## src/rtl/radar_pkg.sv

```systemverilog
// Shared types and constants for the radar pulse sequencer slice.
package radar_pkg;

    typedef enum logic {
        IDLE = 1'b0,
        RUN  = 1'b1
    } pulse_seq_state_t;

    localparam int MIN_PRI = 2;
    localparam int BURST_W = 16;

endpackage

```

## src/rtl/pri_stagger_table.sv

```systemverilog
// PRI stagger table: register array with one write port and an indexed read
// of the stored (pre-edge) contents, giving read-before-write on a shared edge.
module pri_stagger_table #(
    parameter int STG_DEPTH   = 4,
    parameter int CNT_W       = 32,
    parameter int DEFAULT_PRI = 1000,
    parameter int STG_AW      = $clog2(STG_DEPTH)
) (
    input  logic              clk,
    input  logic              rst_n,
    input  logic              wr_en,
    input  logic [STG_AW-1:0] wr_addr,
    input  logic [CNT_W-1:0]  wr_data,
    input  logic [STG_AW-1:0] rd_addr,
    output logic [CNT_W-1:0]  rd_data
);

    logic [CNT_W-1:0] mem [STG_DEPTH];

    // NOTE: this array is small and flop-based, so every entry gets a reset
    // value; a RAM macro could not be reset like this and would need an init FSM.
    always_ff @(posedge clk or negedge rst_n) begin
        if (!rst_n) begin
            for (int i = 0; i < STG_DEPTH; i++) begin
                mem[i] <= CNT_W'(DEFAULT_PRI);
            end
        end else if (wr_en) begin
            mem[wr_addr] <= wr_data;
        end
    end

    assign rd_data = mem[rd_addr];

endmodule

```

## src/rtl/radar_pulse_sequencer.sv

```systemverilog
// Staggered-PRI radar TX gate sequencer with continuous and triggered-burst
// modes; every output is a flop.
module radar_pulse_sequencer
    import radar_pkg::*;
#(
    parameter int CNT_W       = 32,
    parameter int STG_DEPTH   = 4,
    parameter int STG_AW      = $clog2(STG_DEPTH),
    parameter int DEFAULT_PRI = 1000
) (
    input  logic               clk,
    input  logic               rst_n,
    input  logic               enable,
    input  logic               burst_mode,
    input  logic               trigger,
    input  logic [15:0]        burst_count,
    input  logic [CNT_W-1:0]   pulse_width,
    input  logic [STG_AW:0]    stagger_len,
    input  logic               tbl_wr_en,
    input  logic [STG_AW-1:0]  tbl_wr_addr,
    input  logic [CNT_W-1:0]   tbl_wr_data,
    output logic               tx_pulse,
    output logic               pulse_start,
    output logic [STG_AW-1:0]  pri_index,
    output logic               busy,
    output logic               burst_done
);

    pulse_seq_state_t state, next_state;

    logic [CNT_W-1:0]   pri_cnt;
    logic [CNT_W-1:0]   pri_len_q;
    logic [CNT_W-1:0]   pw_q;
    logic [BURST_W-1:0] pulse_cnt;
    logic [BURST_W-1:0] burst_cnt_q;
    logic               burst_mode_q;

    logic               last_cycle;
    logic               burst_last;
    logic               start_run;
    logic               wrap_pri;
    logic               end_burst;
    logic               load_pri;
    logic [STG_AW:0]    stg_len_eff;
    logic [STG_AW-1:0]  next_idx;
    logic [CNT_W-1:0]   rd_data;
    logic [CNT_W-1:0]   new_pri_len;
    logic [CNT_W-1:0]   new_pw;

    logic               tx_next;
    logic               start_next;
    logic               busy_next;
    logic               done_next;

    pri_stagger_table #(
        .STG_DEPTH  (STG_DEPTH),
        .CNT_W      (CNT_W),
        .DEFAULT_PRI(DEFAULT_PRI),
        .STG_AW     (STG_AW)
    ) u_table (
        .clk    (clk),
        .rst_n  (rst_n),
        .wr_en  (tbl_wr_en),
        .wr_addr(tbl_wr_addr),
        .wr_data(tbl_wr_data),
        .rd_addr(next_idx),
        .rd_data(rd_data)
    );

    // State register.
    // NOTE: sequential state uses non-blocking assignments so every flop
    // samples pre-edge values regardless of process ordering.
    always_ff @(posedge clk or negedge rst_n) begin
        if (!rst_n) begin
            state <= IDLE;
        end else begin
            state <= next_state;
        end
    end

    // PRI bookkeeping shared by next-state and output logic.
    always_comb begin
        if (stagger_len == '0) begin
            stg_len_eff = (STG_AW+1)'(1);
        end else if (stagger_len > (STG_AW+1)'(STG_DEPTH)) begin
            stg_len_eff = (STG_AW+1)'(STG_DEPTH);
        end else begin
            stg_len_eff = stagger_len;
        end
    end

    assign last_cycle = (pri_cnt == pri_len_q - CNT_W'(1));
    assign burst_last = burst_mode_q &&
                        (({1'b0, pulse_cnt} + (BURST_W+1)'(1)) >= {1'b0, burst_cnt_q});

    // Next-state logic.
    // NOTE: the default assignment first keeps this block free of latches.
    always_comb begin
        next_state = state;
        case (state)
            IDLE: if (enable && (!burst_mode || trigger)) next_state = RUN;
            RUN: begin
                if (!enable) begin
                    next_state = IDLE;
                end else if (last_cycle && burst_last) begin
                    next_state = IDLE;
                end
            end
            default: next_state = IDLE;
        endcase
    end

    assign start_run = (state == IDLE) && (next_state == RUN);
    assign wrap_pri  = (state == RUN) && enable && last_cycle && !burst_last;
    assign end_burst = (state == RUN) && enable && last_cycle && burst_last;
    assign load_pri  = start_run || wrap_pri;

    // Index wraps modulo the stagger length sampled as the new PRI begins.
    assign next_idx = start_run ? '0 :
                      STG_AW'(({1'b0, pri_index} + (STG_AW+1)'(1)) % stg_len_eff);

    assign new_pri_len = (rd_data < CNT_W'(MIN_PRI)) ? CNT_W'(MIN_PRI) : rd_data;
    assign new_pw      = (pulse_width < new_pri_len) ? pulse_width
                                                     : new_pri_len - CNT_W'(1);

    // Output logic: next values of the registered outputs.
    always_comb begin
        tx_next    = 1'b0;
        start_next = load_pri;
        busy_next  = (next_state == RUN);
        done_next  = end_burst;
        if (load_pri) begin
            tx_next = (new_pw != '0);
        end else if ((state == RUN) && (next_state == RUN)) begin
            tx_next = ((pri_cnt + CNT_W'(1)) < pw_q);
        end
    end

    always_ff @(posedge clk or negedge rst_n) begin
        if (!rst_n) begin
            tx_pulse     <= 1'b0;
            pulse_start  <= 1'b0;
            busy         <= 1'b0;
            burst_done   <= 1'b0;
            pri_index    <= '0;
            pri_cnt      <= '0;
            pri_len_q    <= '0;
            pw_q         <= '0;
            pulse_cnt    <= '0;
            burst_cnt_q  <= '0;
            burst_mode_q <= 1'b0;
        end else begin
            tx_pulse    <= tx_next;
            pulse_start <= start_next;
            busy        <= busy_next;
            burst_done  <= done_next;

            if (start_run) begin
                burst_mode_q <= burst_mode;
                burst_cnt_q  <= (burst_count == '0) ? BURST_W'(1) : burst_count;
                pulse_cnt    <= '0;
            end else if (wrap_pri) begin
                pulse_cnt <= pulse_cnt + BURST_W'(1);
            end

            if (load_pri) begin
                pri_cnt   <= '0;
                pri_len_q <= new_pri_len;
                pw_q      <= new_pw;
                pri_index <= next_idx;
            end else if (state == RUN) begin
                pri_cnt <= pri_cnt + CNT_W'(1);
            end
        end
    end

endmodule

```

## config.mk

```make
export PLATFORM = sky130hd
export DESIGN_NAME = radar_pulse_sequencer
export DESIGN_NICKNAME = d
export VERILOG_FILES = /design/src/rtl/radar_pkg.sv /design/src/rtl/pri_stagger_table.sv /design/src/rtl/radar_pulse_sequencer.sv
export SDC_FILE = /design/constraint.sdc
export NUM_CORES = 1
export LEC_CHECK = 0
export CAP_MARGIN = 25
export CORE_UTILIZATION = 50
export CTS_CLUSTER_DIAMETER = 200
export DETAILED_ROUTE_END_ITERATION = 8
export PLACE_DENSITY = 0.76
export SYNTH_ARGS = -nofsm -noshare
export SYNTH_HDL_FRONTEND = slang
export SYNTH_HIERARCHICAL = 1
export SYNTH_SLANG_ARGS = --single-unit
```

## constraint.sdc

```tcl
create_clock -name clk -period 18.45 [get_ports clk]
set_clock_uncertainty 0.05 [all_clocks]
set_input_delay 3.69 -clock clk [delete_from_list [all_inputs] [get_ports clk]]
set_output_delay 3.69 -clock clk [all_outputs]
set_load 0.05 [all_outputs]
```

==> flow_summary.toml <==
[outcome]
outcome = "complete, no violations"

[hold_path]
timing.hold.worst.class = "reg2reg"
min-delay-start = "u_table/mem[125]"
min_to = "u_table/mem[125]"
hold_path_depth = 1

[pwr]
power.leakage_nw = 7.95
clkPwrFrac = 0.273
p_per_area_mw_per_mm2 = 113
vdd_drop_max_v = 0.0000856
power.sequential.fraction = 0.408
power_report.internal_total_w = 0.00136
comb_power_share = 0.319
power_switching_share = 0.346
netSwitchingPower_w = 0.000723

[cts]
clock_latency_ns = 0.57
cts_resized = 0
tritoncts = "done"
cts_buffers = 29
htree_levels = 1
clk_root_buffer_cell = "clkbuf_16"
cts_max_path_buffers = 3
cts.hold.buffers_added = 0
cts_clk_pin_slew_worst_paths_ns = 0.06
cts.repair_timing.setup_buffer_count = 0
clock_sinks = 263

[sta]
setup_viol = 0
timing_worst_slew_pin_value_ns = 0.956
final.min_clock_period_ns = 13.02
maxSlewViolCount = 0
report.final.hold_viol_count = 0
rsz_0062_raised_after_global_routing = "false"
tns_ns = 0
clock.fmax_mhz = 76.8
slew-limit-headroom = 0.358
final.period_utilization = 0.706

[floorplanning]
initial_utilization = 0.511
placeableCoreArea_mm2 = 0.0318
die_y_um = 182
design.die.area_mm2 = 0.0332
core.rowCount = 65
design.portCount = 97
die_w_um = 182

[worst_setup_path]
slowest_stage_cell_crit_path = "nor4b_1"
path_class = "in2reg"
timing.critical_path.arrival_ns = 13.41
r2r-end = "tx_pulse"
reg2reg_depth = 27
required_ns = 18.84
setup.worst_path.start_class = "primary input"
critical_path_sink_type = "flop"
cp_max_fo = 33
startpoint_of_the_worst_slack_reg_to_reg_timing_path = "pri_index[0]"
timing.critical_path.slowest_cell_delay_ns = 0.83
crit_path_frequent_cell = "ha_1"
timing.reg2reg.setup_slack_ns = 8.73

[final_layout]
n_antenna_cell = 0
multi_input_comb_area_mm2 = 0.00895
final_core_util = 0.583
final.fill_count = 2598
area_growth_syn_to_layout_pct = 14.0
post_route_cells_drive_above_1_share = 0.194
sequential_cell_area_mm2 = 0.00661
nets = 1763

[logic_synthesis]
synthesis.area_per_instance_um2 = 10.8
ys_ff_latch = 263
synth_enable_flop_cells = 0
yosys.cell_types.count = 68
netlist_area_mm2 = 0.0163
synth_commonest_cells = "dfrtp_1 (239), mux2_2 (164), inv_1 (99)"
yosysSeqAreaShare = 0.407
syn_inst = 1509
async_set_or_reset_flop_fraction_in_the_synthesized_netlist = 1.00
synth_area_leader_cell = "dfrtp_1"
synthTopCellsByArea = "dfrtp_1 (37%), mux2_2 (11%), ha_1 (6.9%)"
yosys.cell_count.top_type = "dfrtp_1"
ys_warn_count = 6
synth_top_area_share = 0.368
synthFlopType = "dfrtp_1"
synth.net_count = 1689

[place]
detailedPlacementHpwl_um = 29800
port_buffers = 96
place_congestion = 0.955

[detailed_routing]
via_count = 11864
drt_iter0_drc = 718
drt-vias-per-instance = 5.82
firstDrtPassIters = 5
route.final.wire_length_um = 40200
detail-route-antenna-nets = 0
routedWlPerCell_um = 19.7
drc_errors = 0

[global_routing]
grt_pass1_vias = 12056
grt_pass1_wl_um = 65100
grt_antenna_before_repair = 0
globalRouteTotalUtil = 0.248
total_gr_overflow = 0
largest_net_degree_at_the_start_of_global_routing = 109

[flow_run]
max_cap_violations = 0
[critical path: cells and delay by family]
kind | cells | cell delay [ns]
adders and majority gates | 4 | 1.12
buffers and inverters | 3 | 1.10
xor gates and xnor gates | 1 | 0.19
and+or+nand+nor | 11 | 4.72
AOI/OAI and AO/OA | 6 | 1.28
muxes | 4 | 1.27
[registers in the layout, summed over array words and instances, names as in the netlist]
name and flops:
burst_cnt_q 16, burst_done 1, burst_mode_q 1, busy 1, pri_cnt 32, pri_index 2, pri_len_q 32, pulse_cnt 16
pulse_start 1, pw_q 32, tx_pulse 1, u_table/mem 128
[worst max path at each step]
stage / from / endpoint / depth (start not counted)
2_1_floorplan: stagger_len[0] / tx_pulse / 31
3_3_place_gp: stagger_len[0] / tx_pulse / 31
3_5_place_dp: stagger_len[0] / tx_pulse / 30
4_1_cts: stagger_len[0] / tx_pulse / 30
5_1_grt: stagger_len[0] / tx_pulse / 30
6_report: stagger_len[2] / tx_pulse / 29
[layout by cell type, fill, tap and decap left out, types with 24 or more instances in the layout]
cell / count
inv_1: 99
xor2_1: 64
mux2i_1: 61
ha_1: 89
nor4_1: 40
nor3_1: 31
dfrtp_1: 239
mux4_2: 32
nand4_1: 39
dfstp_2: 24
clkbuf_16: 29
nor2_1: 90
nand3_1: 33
o21ai_0: 51
nand2_1: 88
a21oi_1: 37
clkdlybuf4s50_1: 95
xnor2_1: 84
mux2_2: 164
[per-stage QoR]
step / setup WS (ns) / instance area (um^2) / hold WS, ns / std cells / power, W
after detailed placement: 4.94 / 17600 / 0.428 / 1986 / 0.00152
after floorplan: 7.25 / 16300 / 0.403 / 1509 / 0.00130
after global routing: 4.77 / 18500 / 0.470 / 2038 / 0.00221
after global placement: 5.29 / 17600 / 0.418 / 1986 / 0.00149
after CTS: 5.51 / 18500 / 0.443 / 2037 / 0.00209
final: 5.43 / 18500 / 0.447 / 2038 / 0.00209
[power groups by stage]
stage | registers (W) | logic (W) | clock network [W]
6_report | 0.000852 | 0.000667 | 0.000569
5_1_grt | 0.000866 | 0.000737 | 0.000604
4_1_cts | 0.000846 | 0.000665 | 0.000583
3_5_place_dp | 0.000855 | 0.000660 | 0
3_3_place_gp | 0.000850 | 0.000637 | 0
2_1_floorplan | 0.000797 | 0.000503 | 0
[area by class of cell]
class,count,share of cell area
Multi-Input combinational cell,1077,0.483
Sequential cell,263,0.357
Timing Repair Buffer,113,0.0601
Clock buffer,40,0.0452
Tap cell,435,0.0294
Inverter,99,0.0201
Clock inverter,11,0.00540
[logic make-up (layout without fill, tap and decap cells)]
family | after synthesis | after routing | synth area share
compound gates | 160 | 160 | 0.0634
simple gates | 416 | 416 | 0.136
xor+xnor | 148 | 148 | 0.0798
buf+inv | 169 | 263 | 0.0448
mux | 264 | 264 | 0.200
fa+ha+maj | 89 | 89 | 0.0685
flops | 263 | 263 | 0.407
[metal layers]
| metal | vias to the layer above | wire, um | global-route usage |
|---|---|---|---|
| met1 | 5864 | 17900 | 0.338 |
| met4 | 0 | 1280 | 0.0817 |
| li1 | 5564 | - | - |
| met3 | 80 | 2040 | 0.0331 |
| met2 | 356 | 18900 | 0.409 |
| met5 | - | 0 | 0 |
No activity file was read; power rests on OpenSTA's default activity.
